### src/rtl/instruction_memory_loader.sv
// -----------------------------------------------------------------------------
// instruction_memory_loader
//   Writer side of the byte-wide instruction memory. A boot/debug source
//   streams an image over a valid/ready handshake. Bytes are written in arrival
//   order from address 0 up (big-endian per instruction: MSB byte at 4k). The
//   rest of the memory is then zero-filled and the core is released from hold.
//
//   Optional feature macro: LOADER_CHECKSUM_EN
//     When defined, one extra checksum byte follows the image. The image is
//     accepted only if (sum of image bytes + checksum) mod 256 == 0. The
//     checksum byte itself is never written to memory.
//
//   Write port timing: a byte accepted on edge N is presented on the write
//   port (o_MemWrEn/o_MemWrAddr/o_MemWrData) for the cycle after edge N.
//   Zero-fill writes use the same registered path, one per cycle.
// -----------------------------------------------------------------------------
module instruction_memory_loader #(
    parameter int INST_MEM_WIDTH      = 8,
    parameter int INST_MEM_DEPTH      = 32,
    parameter int INST_MEM_ADDR_WIDTH = $clog2(INST_MEM_DEPTH)
) (
    input  logic                           i_Clk,
    input  logic                           i_Reset,
    input  logic                           i_Start,
    input  logic [INST_MEM_ADDR_WIDTH:0]   i_Length,
    input  logic                           i_ByteValid,
    input  logic [INST_MEM_WIDTH-1:0]      i_ByteData,
    output logic                           o_ByteReady,
    output logic                           o_MemWrEn,
    output logic [INST_MEM_ADDR_WIDTH-1:0] o_MemWrAddr,
    output logic [INST_MEM_WIDTH-1:0]      o_MemWrData,
    output logic                           o_CpuHold,
    output logic                           o_Done,
    output logic                           o_Error
);

    // The counter is one bit wider than the address so it can reach DEPTH
    // without wrapping; reaching DEPTH marks the end of the fill.
    localparam int                CNT_W   = INST_MEM_ADDR_WIDTH + 1;
    localparam logic [CNT_W-1:0]  DEPTH_C = CNT_W'(INST_MEM_DEPTH);
    localparam logic [CNT_W-1:0]  ONE_C   = CNT_W'(1);

`ifdef LOADER_CHECKSUM_EN
    typedef enum logic [2:0] {
        S_IDLE  = 3'd0,
        S_LOAD  = 3'd1,
        S_CHECK = 3'd2,
        S_FILL  = 3'd3,
        S_DONE  = 3'd4
    } state_t;
`else
    typedef enum logic [2:0] {
        S_IDLE  = 3'd0,
        S_LOAD  = 3'd1,
        S_FILL  = 3'd3,
        S_DONE  = 3'd4
    } state_t;
`endif

    state_t                          r_State;
    state_t                          w_NextState;
    logic [CNT_W-1:0]                r_Count;
    logic [CNT_W-1:0]                w_NextCount;
    logic [CNT_W-1:0]                r_Length;
    logic [CNT_W-1:0]                w_NextLength;
    logic                            r_Error;
    logic                            w_NextError;

    // Registered write port (one stage after the handshake / fill decision)
    logic                            r_WrEn_p1;
    logic [INST_MEM_ADDR_WIDTH-1:0]  r_WrAddr_p1;
    logic [INST_MEM_WIDTH-1:0]       r_WrData_p1;
    logic                            w_WrEn;
    logic [INST_MEM_ADDR_WIDTH-1:0]  w_WrAddr;
    logic [INST_MEM_WIDTH-1:0]       w_WrData;

    logic                            w_Xfer;
    logic                            w_LastByte;
    logic                            w_LenBad;

`ifdef LOADER_CHECKSUM_EN
    logic [INST_MEM_WIDTH-1:0]       r_Sum;
    logic [INST_MEM_WIDTH-1:0]       w_NextSum;
    logic [INST_MEM_WIDTH-1:0]       w_SumCheck;

    assign o_ByteReady = (r_State == S_LOAD) || (r_State == S_CHECK);
    // Adding the checksum byte to the running sum must wrap to zero.
    assign w_SumCheck  = r_Sum + i_ByteData;
`else
    assign o_ByteReady = (r_State == S_LOAD);
`endif

    assign w_Xfer      = i_ByteValid && o_ByteReady;
    assign w_LastByte  = (r_Count == (r_Length - ONE_C));
    // Image must fit in memory and be a whole number of 32-bit instructions.
    assign w_LenBad    = (i_Length > DEPTH_C) || (i_Length[1:0] != 2'b00);

    assign o_CpuHold   = (r_State != S_DONE);
    assign o_Done      = (r_State == S_DONE);
    assign o_Error     = r_Error;
    assign o_MemWrEn   = r_WrEn_p1;
    assign o_MemWrAddr = r_WrAddr_p1;
    assign o_MemWrData = r_WrData_p1;

    // Next-state, counter, error and write-request decode.
    always_comb begin
        w_NextState  = r_State;
        w_NextCount  = r_Count;
        w_NextLength = r_Length;
        w_NextError  = r_Error;
        w_WrEn       = 1'b0;
        w_WrAddr     = r_Count[INST_MEM_ADDR_WIDTH-1:0];
        w_WrData     = '0;
`ifdef LOADER_CHECKSUM_EN
        w_NextSum    = r_Sum;
`endif

        case (r_State)
            S_IDLE, S_DONE: begin
                if (i_Start) begin
                    w_NextError = 1'b0;
                    w_NextCount = '0;
`ifdef LOADER_CHECKSUM_EN
                    w_NextSum   = '0;
`endif
                    if (w_LenBad) begin
                        w_NextError = 1'b1;
                        w_NextState = S_IDLE;
                    end else if (i_Length == '0) begin
                        w_NextState = S_FILL;
                    end else begin
                        w_NextLength = i_Length;
                        w_NextState  = S_LOAD;
                    end
                end
            end

            S_LOAD: begin
                if (w_Xfer) begin
                    w_WrEn      = 1'b1;
                    w_WrData    = i_ByteData;
                    w_NextCount = r_Count + ONE_C;
`ifdef LOADER_CHECKSUM_EN
                    w_NextSum   = r_Sum + i_ByteData;
                    if (w_LastByte) begin
                        w_NextState = S_CHECK;
                    end
`else
                    // A full image enters FILL with the counter already at
                    // depth: no zero writes, just one cycle for the last data
                    // write to leave the port before DONE is raised.
                    if (w_LastByte) begin
                        w_NextState = S_FILL;
                    end
`endif
                end
            end

`ifdef LOADER_CHECKSUM_EN
            S_CHECK: begin
                if (w_Xfer) begin
                    if (w_SumCheck != '0) begin
                        w_NextError = 1'b1;
                        w_NextState = S_IDLE;
                    end else begin
                        w_NextState = S_FILL;
                    end
                end
            end
`endif

            S_FILL: begin
                if (r_Count == DEPTH_C) begin
                    w_NextState = S_DONE;
                end else begin
                    w_WrEn      = 1'b1;
                    w_NextCount = r_Count + ONE_C;
                end
            end

            default: begin
                w_NextState = S_IDLE;
            end
        endcase
    end

    // Control state, counter, sticky error and the write-port stage.
    always_ff @(posedge i_Clk) begin
        if (i_Reset) begin
            r_State     <= S_IDLE;
            r_Count     <= '0;
            r_Error     <= 1'b0;
            r_WrEn_p1   <= 1'b0;
            r_WrAddr_p1 <= '0;
            r_WrData_p1 <= '0;
        end else begin
            r_State     <= w_NextState;
            r_Count     <= w_NextCount;
            r_Error     <= w_NextError;
            r_WrEn_p1   <= w_WrEn;
            r_WrAddr_p1 <= w_WrAddr;
            r_WrData_p1 <= w_WrData;
        end
    end

    // Image length (and running sum) are loaded at start and need no reset.
    always_ff @(posedge i_Clk) begin
        r_Length <= w_NextLength;
`ifdef LOADER_CHECKSUM_EN
        r_Sum    <= w_NextSum;
`endif
    end

endmodule

### config.mk
export PLATFORM = sky130hd
export DESIGN_NAME = instruction_memory_loader
export DESIGN_NICKNAME = d
export VERILOG_FILES = /design/src/rtl/instruction_memory_loader.sv
export SDC_FILE = /design/constraint.sdc
export NUM_CORES = 1
export LEC_CHECK = 0
export ABC_AREA = 1
export CORE_MARGIN = 3
export CORE_UTILIZATION = 51
export CTS_CLUSTER_DIAMETER = 150
export DETAILED_ROUTE_END_ITERATION = 16
export GPL_TIMING_DRIVEN = 0
export PLACE_DENSITY = 0.83
export SYNTH_ARGS = -nofsm -noshare
export SYNTH_HDL_FRONTEND = slang
export SYNTH_SLANG_ARGS = --single-unit
### constraint.sdc
create_clock -name i_Clk -period 3.5 [get_ports i_Clk]
set_clock_uncertainty 0.2 [all_clocks]
set_input_delay 1.05 -clock i_Clk [delete_from_list [all_inputs] [get_ports i_Clk]]
set_output_delay 1.05 -clock i_Clk [all_outputs]
set_load 0.03 [all_outputs]
==> key figures <==
Cells and area
  • Share of cells above drive strength 1: 11.5%
  • # diodes: 0
  • # nets final: 254
  • Filler cells: 196
  • Post-layout util: 72.7%
  • Area grow syn2layout: 31.8%

GRT
  • Overall Global Routing Usage: 18.8%
  • Initial antenna violation count: 0
  • First-pass GRT wire length: 4.84 mm
  • Vias in the first global route: 1172
  • Largest net degree at the start of global routing: 11
  • GRT Residual Overflow: 0

Pwr
  • P_leak: 0.850 nW
  • VDD IR max: 0.307 mV
  • PwrDens: 388 mW/mm²
  • Tot Pwr: 0.725 mW

Clock network
  • Post-CTS Hold Fix Bufs: 0
  • Max clock buf depth: 2
  • H-tree depth: 2
  • # Post-CTS Setup Buffers: 0
  • Worst skew pair latency: 0.33 ns
  • Total CTS buffers: 5
  • Worst-path clk slew: 0.09 ns
  • TritonCTS clock tree: built
  • CTS sink cnt: 30
  • Post-CTS sizing: 0
  • CTS root buf: clkbuf_4

Worst setup path
  • Critical path class: reg2out
  • Critical path cell sequence: nor2_2 > inv_2 > nor2_1 > clkdlybuf4s50_1
  • Startpoint Class: flip-flop
  • Worst Path Required: 2.25 ns
  • CP max stage delay: 0.69 ns
  • CP Capture Type: primary output
  • Critical-path maximum fanout: 4
  • Crit path DAT: 1.78 ns
  • Critical path's slowest cell: clkdlybuf4s50_1

Timing
  • Final WS setup: 0.472 ns
  • Final setup fails: 0
  • Actual slew at the worst max-slew pin: 0.459 ns
  • Final hold vios: 0
  • Min Tclk post-route: 3.03 ns
  • Sum Neg Setup Slack: 0 ns
  • Max_slew headroom: 69.4%
  • Final Slew Violations: 0
  • FMAX: 330 MHz
  • RSZ-0062 raised after global routing: no
  • Final period util: 86.5%

Routing
  • Via Count: 1289
  • Initial DRC Count: 37
  • DRC Markers: 0
  • Drt wl/cell: 11.3 µm
  • Via-to-Cell Ratio: 4.88
  • ANT nets after route: 0
  • DRT Pass-1 Iters: 4
  • Drt total wl: 2.98 mm

Placed design
  • IO buf count: 35
  • Placer Congestion: 0.867
  • Hpwl dp: 2.43 mm
  • Post-placement setup slack: 0.546 ns

Logic synthesis
  • Post-Syn Nets: 212
  • Synth top area share: 33.9%
  • Synth unique cells: 25
  • #FFs+latches synth: 30
  • Mapped cell area: 0.00142 mm²
  • Post-Syn Area per Cell: 7.42 µm²
  • Seq/Total Area, Yosys: 46.6%
  • Cells after synthesis: 191
  • Synth Warn #: 0
  • Cell taking the most area after synthesis: dfxtp_1
  • Synth top area cells: dfxtp_1 (34%), edfxtp_1 (13%), nand2_1 (11%), inv_1 (8.5%), nor2_1 (8.5%)

Floorplanning
  • Core ar.: 0.00257 mm²
  • Cell Rows: 18
  • Die outline width: 58.7 µm
  • Initial Util: 55.2%
  • DIE HEIGHT: 58.7 µm
  • Die Area: 0.00345 mm²
  • Io pins: 36

Worst hold path
  • Worst hold path class: reg2reg

Job
  • Max cap viols: 0

Run status
  • Status: finished clean
area by class of cell:
type / instances / area [µm²] / share of cell area, %
Tap cell: 30 / 37.5 / 2.01
Inverter: 39 / 149 / 7.98
Buffer: 1 / 3.75 / 0.201
Clock inverter: 2 / 11.3 / 0.603
Timing Repair Buffer: 35 / 350 / 18.8
Multi-Input combinational cell: 121 / 603 / 32.3
Clock buffer: 6 / 51.3 / 2.75
Sequential cell: 30 / 661 / 35.4
per-stage QoR:
stage | cell area [µm²] | hold slack [ns] | instances
2_1_floorplan | 1420 | 0.265 | 191
4_1_cts | 1870 | 0.320 | 264
6_report | 1870 | 0.320 | 264
3_5_place_dp | 1800 | 0.300 | 256
5_1_grt | 1870 | 0.336 | 264
3_3_place_gp | 1800 | 0.282 | 256
registers in the layout, summed over array words and instances, names as in the netlist:
signal and flops:
o_Error 1, o_MemWrAddr 5, o_MemWrData 8, o_MemWrEn 1, r_Count 6, r_Length 6, r_State 3
layout by cell type, fill, tap and decap left out, types with 2 or more instances in the layout:
master | Yosys | layout
a21oi_1 | 8 | 8
clkbuf_4 | 0 | 5
clkdlybuf4s50_1 | 0 | 35
dfxtp_1 | 24 | 24
edfxtp_1 | 6 | 6
ha_1 | 3 | 3
inv_1 | 32 | 32
inv_2 | 6 | 6
inv_4 | 1 | 2
nand2_1 | 43 | 43
nand2_2 | 3 | 3
nand3_1 | 10 | 10
nand4_1 | 2 | 2
nor2_1 | 32 | 32
nor2_2 | 3 | 3
nor2_4 | 2 | 2
o21ai_0 | 4 | 4
o21ai_1 | 2 | 2
xor2_1 | 2 | 2
synth_stat cells:
cell type   n
a21oi_1     8
nand3_2     1
nor2_4      2
a32o_1      1
o21ai_1     2
inv_4       1
inv_2       6
nor2_8      1
o211ai_1    1
nand2_4     1
dfxtp_1    24
nor2_1     32
edfxtp_1    6
o21ai_0     4
nor3_1      1
nand2_2     3
nand4_1     2
nand3_1    10
inv_1      32
xor2_1      2
nor2_2      3
nor3_2      1
ha_1        3
nand2_1    43
clkbuf_1    1
path summary, 6_finish.rpt:
kind                           start                       to  slack (ns)  depth (start not counted)
max          r_State[0]$_SDFFE_PP0P_                   o_Done        0.47                          4
min          r_State[2]$_SDFFE_PP0P_  r_State[2]$_SDFFE_PP0P_        0.32                          2
max reg2reg    r_Length[0]$_DFFE_PP_  r_State[0]$_SDFFE_PP0P_        1.50                         12
min reg2reg  r_State[2]$_SDFFE_PP0P_  r_State[2]$_SDFFE_PP0P_        0.32                          2
power by group:
group / internal [mW] / switching [mW] / total [mW]
logic: 0.0549 / 0.0772 / 0.132
clock network: 0.0971 / 0.122 / 0.219
registers: 0.364 / 0.00957 / 0.374
worst max-delay path: cells and delay by family, from the launching register on:
family | cells | cell delay, ns
flip-flops | 1 | 0.35
AND/OR/NAND/NOR | 2 | 0.33
buffers and inverters | 2 | 0.77
logic make-up (layout without fill, tap and decap cells):
group	Yosys count	after routing	synth area share, %
buffers and inverters	40	83	10.8
AO/OA/AOI/OAI	16	16	6.18
AND/OR/NAND/NOR	100	100	32.5
adder cells (fa/ha/maj)	3	3	2.65
flip-flops	30	30	46.6
XOR/XNOR	2	2	1.24
layer usage:
layer | vias to the layer above | wire length, µm | global-route usage [%]
met2 | 30 | 1540 | 33.0
met3 | 6 | 156 | 6.36
met5 | - | 0 | 0
met4 | 0 | 45 | 6.80
met1 | 576 | 1240 | 21.1
li1 | 677 | - | -
Note: power is estimated with default switching activity, not from simulation.
==> patch 1: new RTL, same flow settings <==
Build with the macro `LOADER_CHECKSUM_EN` defined.
--- a/src/rtl/instruction_memory_loader.sv
+++ b/src/rtl/instruction_memory_loader.sv
@@ -14,6 +14,8 @@
 //   port (o_MemWrEn/o_MemWrAddr/o_MemWrData) for the cycle after edge N.
 //   Zero-fill writes use the same registered path, one per cycle.
 // -----------------------------------------------------------------------------
+`define LOADER_CHECKSUM_EN
+
 module instruction_memory_loader #(
     parameter int INST_MEM_WIDTH      = 8,
     parameter int INST_MEM_DEPTH      = 32,
Formal check against the unedited RTL: not equivalent (a bounded check fails within 10 cycles, from zero or initial values and one cycle with i_Reset high).
==> patch 1 against the original RTL <==
  * Design area rose by 36%
  * Synthesized area rose by 45%
  * Register-to-register slack got worse by 0.21 ns
  * Combinational power rose by 23%
  * Power rose by 32%
  * Sequential cell count rose by 8
  * Worst setup slack got worse by 0.13 ns
  * Count of clock-buffer cells in the layout rose by 2
  * Global-route usage fell by 0.39 points
  * Critical path depth rose by 9
  * Routed wire length rose by 38%
  * Critical endpoint is now o_Error
  * Highest routed layer unchanged
==> patch 1: results (changes against the original RTL) <==
- Netlist cell types: 28 (+12%)
- Root Driver: clkbuf_8
- DP Cell Count: 349 (+36%)
- FF-to-FF Start: r_Sum[0]
- CP endpoint: o_Error
- Met1 wire length: 1.94 mm (+57%)
- Critical Path Max Stage Delay: 0.50 ns (-0.19 ns)
- Critical path launch point: i_ByteData[0]
- Post-route insts no fill: 357 (+35%)
- Metal2 WL: 1.88 mm (+22%)
- Initial DRC count: 99 (+170%)
- Post-DP HPWL: 3.14 mm (+29%)
- First-pass GRT wire length: 7.31 mm (+51%)
- Status: completed
- Reg power frac: 50.1% (-1.5 points)
- Share of cells above drive strength 1: 10.0% (-1.5 points)
- Global Route Usage Sum: 18.4% (-0.39 points)
- Adder-cell area share of the yosys netlist: 7.08% (+4.4 points)
- Net Sw Power: 0.257 mW (+23%)
- Drt total wl: 4.12 mm (+38%)
- Layout fillers: 317 (+62%)
- Met3 WL: 203 um (+30%)
- Placement Setup Slack: 0.0424 ns (-0.503 ns)
- P_seq: 0.479 mW (+28%)
- Max Fanout on Critical Path: 3 (-1)
- Layout Nets: 337 (+33%)
- Met1 GRT Util: 23.2% (+2.1 points)
- Met2 Use GR: 30.0% (-3.0 points)
- Final GP Congestion: 0.913 (+5.4%)
- Crit path DAT: 3.14 ns (+1.36 ns)
## patch 1: changes by cell type in the layout (fill, tap and decap cells not counted), moves of 3 or more
| cell | change |
|---|---|
| clkbuf_4 | -5 |
| nand3_1 | +3 |
| a21oi_1 | +9 |
| edfxtp_1 | +8 |
| clkbuf_8 | +5 |
| nand2_2 | +3 |
| inv_1 | +10 |
| nand2_1 | +20 |
| ha_1 | +7 |
| nor3_1 | +7 |
## patch 1: worst max-delay path: cells and delay by family
kind | cells | cell delay [ns]
AND/OR/NAND/NOR | 8 | 0.80
adder cells (fa/ha/maj) | 2 | 0.57
buffers and inverters | 2 | 0.55
AO/OA/AOI/OAI | 1 | 0.16
## patch 1: cell type report
class | instances | area share (%)
flip-flops and latches | 38 | 35.5
inverters | 46 | 6.79
multi-input cells | 181 | 38.0
clock buffers | 8 | 3.55
plain buffers | 2 | 0.443
well taps | 48 | 2.36
repair buffers | 34 | 13.4
==> patch 2: new RTL, same settings <==
Without the edit above. The 4 states of `state_t` get a Gray code encoding in 2 bits.
--- a/src/rtl/instruction_memory_loader.sv
+++ b/src/rtl/instruction_memory_loader.sv
@@ -49,11 +49,11 @@
         S_DONE  = 3'd4
     } state_t;
 `else
-    typedef enum logic [2:0] {
-        S_IDLE  = 3'd0,
-        S_LOAD  = 3'd1,
-        S_FILL  = 3'd3,
-        S_DONE  = 3'd4
+    typedef enum logic [1:0] {
+        S_IDLE  = 2'b00,
+        S_LOAD  = 2'b01,
+        S_FILL  = 2'b11,
+        S_DONE  = 2'b10
     } state_t;
 `endif
 
Check against the original RTL: no difference found for any inputs over 10 cycles, from zero or initial values and one cycle with i_Reset high; not proved beyond that.
==> patch 2 against the original RTL <==
  * Synthesized area fell by 7.2%
  * Worst setup slack improved by 0.10 ns
  * First-iteration DRC count rose by 32%
  * Routed wire length fell by 7.3%
  * Register-to-register slack improved by 0.10 ns
  * Maximum frequency rose by 3.6%
  * Power fell by 5.0%
  * Sequential cell count fell by 1
  * Design area fell by 5.2%
  * Die area fell by 6.4%
  * Critical path depth fell by 1
==> patch 2: results (changes against the original RTL) <==
- Crit path DAT: 1.67 ns (-0.11 ns)
- Ant diodes: 0 (unchanged)
- Via/cell ratio: 4.93 (+1.0%)
- Share of cells above drive strength 1: 10.0% (-1.5 points)
- Initial antenna violation count: 0 (unchanged)
- Seq/Total Area, Yosys: 48.7% (+2.1 points)
- Number of hold violations in the final report: 0 (unchanged)
- CTS resizes: 0 (unchanged)
- Router iterations before antenna repair: 4 (unchanged)
- Vias in the first global route: 1143 (-2.5%)
- Synth area leaders: dfxtp_1 (35%), edfxtp_1 (14%), nand2_1 (12%), nor2_1 (8.3%), inv_1 (7.1%)
- Hold path start: o_Error
- Layout Nets: 239 (-5.9%)
- Critical path launch point: r_State[0]
- Htree depth: 2 (unchanged)
- Reg-to-reg slack, setup: 1.60 ns (+0.10 ns)
- Max reg flops: 8 (unchanged)
- Peak VDD IR: 0.420 mV (+37%)
- Ys async rst share: 0% (unchanged)
- Max Fanout on Critical Path: 6 (+2)
- Post-synth EDFFs: 6 (unchanged)
- Hold Slack: 0.325 ns (+0.00452 ns)
- Largest net degree at the start of global routing: 10 (-1)
- Post-Syn Nets: 198 (-6.6%)
- Port-buffer cells: 34 (-2.9%)
- Clock slew at reported path FFs: 0.09 ns (about the same)
- Netlist cell types: 22 (-12%)
- Synth warn: 0 (unchanged)
- Root Driver: clkbuf_4
- Initial DRC count: 49 (+32%)
- Clock buffer count from CTS: 5 (unchanged)
- First-pass GRT wire length: 4.73 mm (-2.4%)
- Post-DP HPWL: 2.15 mm (-11%)
- Setup bufs post-CTS: 0 (unchanged)
- Commonest cells in the synthesized netlist: nand2_1 (42), nor2_1 (29), inv_1 (25)
- Status: completed
- Post-CTS Hold Buffers: 0 (unchanged)
- CTS max path bufs: 2 (unchanged)
- Leakage: 0.812 nW (-4.5%)
- Final GP Congestion: 0.867 (about the same)
- Drt total wl: 2.76 mm (-7.3%)
- Slew margin rel.: 47.9% (-22 points)
- FF-to-FF Start: r_Length[0]
- Global Route Usage Sum: 18.8% (+0.032 points)
- Worst-Skew Late Latency: 0.33 ns (about the same)
- Hold WC Path Type: register to register
patch 2: cell types whose count changed after synthesis, sizes merged:
cell | unedited run | this run
a21oi | 8 | 7
a32o | 1 | 0
clkinv | 0 | 1
dfxtp | 24 | 23
inv | 39 | 33
nand2 | 47 | 44
nand3 | 11 | 15
nand4 | 2 | 3
nor2 | 38 | 30
nor3 | 2 | 4
xor2 | 2 | 0
patch 2: layout make-up:
cell class	instances	area, um^2
tap	28	35.0
timing repair buffer	34	340
sequential	29	641
multi-input combinational	113	543
clock buffer	8	80.1
fill	174	548
buffer	1	3.75
inverter	34	128
patch 2: stage by stage:
| step | worst slack (ns) | utilization (%) | cells | total power [mW] | cell area, um^2 |
|---|---|---|---|---|---|
| 2_1_floorplan | 1.04 | - | 177 | 0.400 | 1320 |
| 5_1_grt | 0.473 | 76.4 | 247 | 0.715 | 1770 |
| 3_5_place_dp | 0.374 | 72.9 | 239 | 0.435 | 1690 |
| 3_3_place_gp | 0.448 | 72.9 | 239 | 0.433 | 1690 |
| 6_report | 0.576 | 76.4 | 247 | 0.689 | 1770 |
| 4_1_cts | 0.563 | 76.4 | 247 | 0.693 | 1770 |
patch 2: logic make-up (layout without fill, tap and decap cells):
kind of cell	Yosys count	in the layout	synth area share (%)
AOI/OAI and AO/OA	14	14	6.37
adders and majority gates	3	3	2.85
buffers and inverters	35	77	9.99
DFF	29	29	48.7
and+or+nand+nor	96	96	32.1
patch 2: where the power goes:
part           internal, mW  leakage [nW]  total [mW]  switching [mW]
clock network         0.142        0.0437       0.261           0.119
logic                0.0356         0.528      0.0764          0.0408
registers             0.347         0.241       0.352         0.00461
total                 0.524         0.812       0.689           0.164
patch 2: per-layer routing:
| layer | global-route usage [%] | vias to the layer above | wire length [um] |
|---|---|---|---|
| li1 | - | 633 | - |
| met1 | 22.2 | 544 | 1220 |
| met2 | 31.4 | 35 | 1330 |
| met3 | 6.44 | 6 | 165 |
| met4 | 7.28 | 0 | 43 |
| met5 | 0 | - | 0 |
patch 2: final timing paths:
kind | to | cells past startpoint
worst min register to register | o_Error | 2
worst max-delay path | o_ByteReady | 3
worst min-delay path | o_Error | 2
worst max register to register | r_State[1] | 13
patch 2: worst max-delay path: stages (launching register included):
cell,delay [ns]
dfxtp_1,0.44
nand2_1,0.11
inv_1,0.12
clkdlybuf4s50_1,0.68
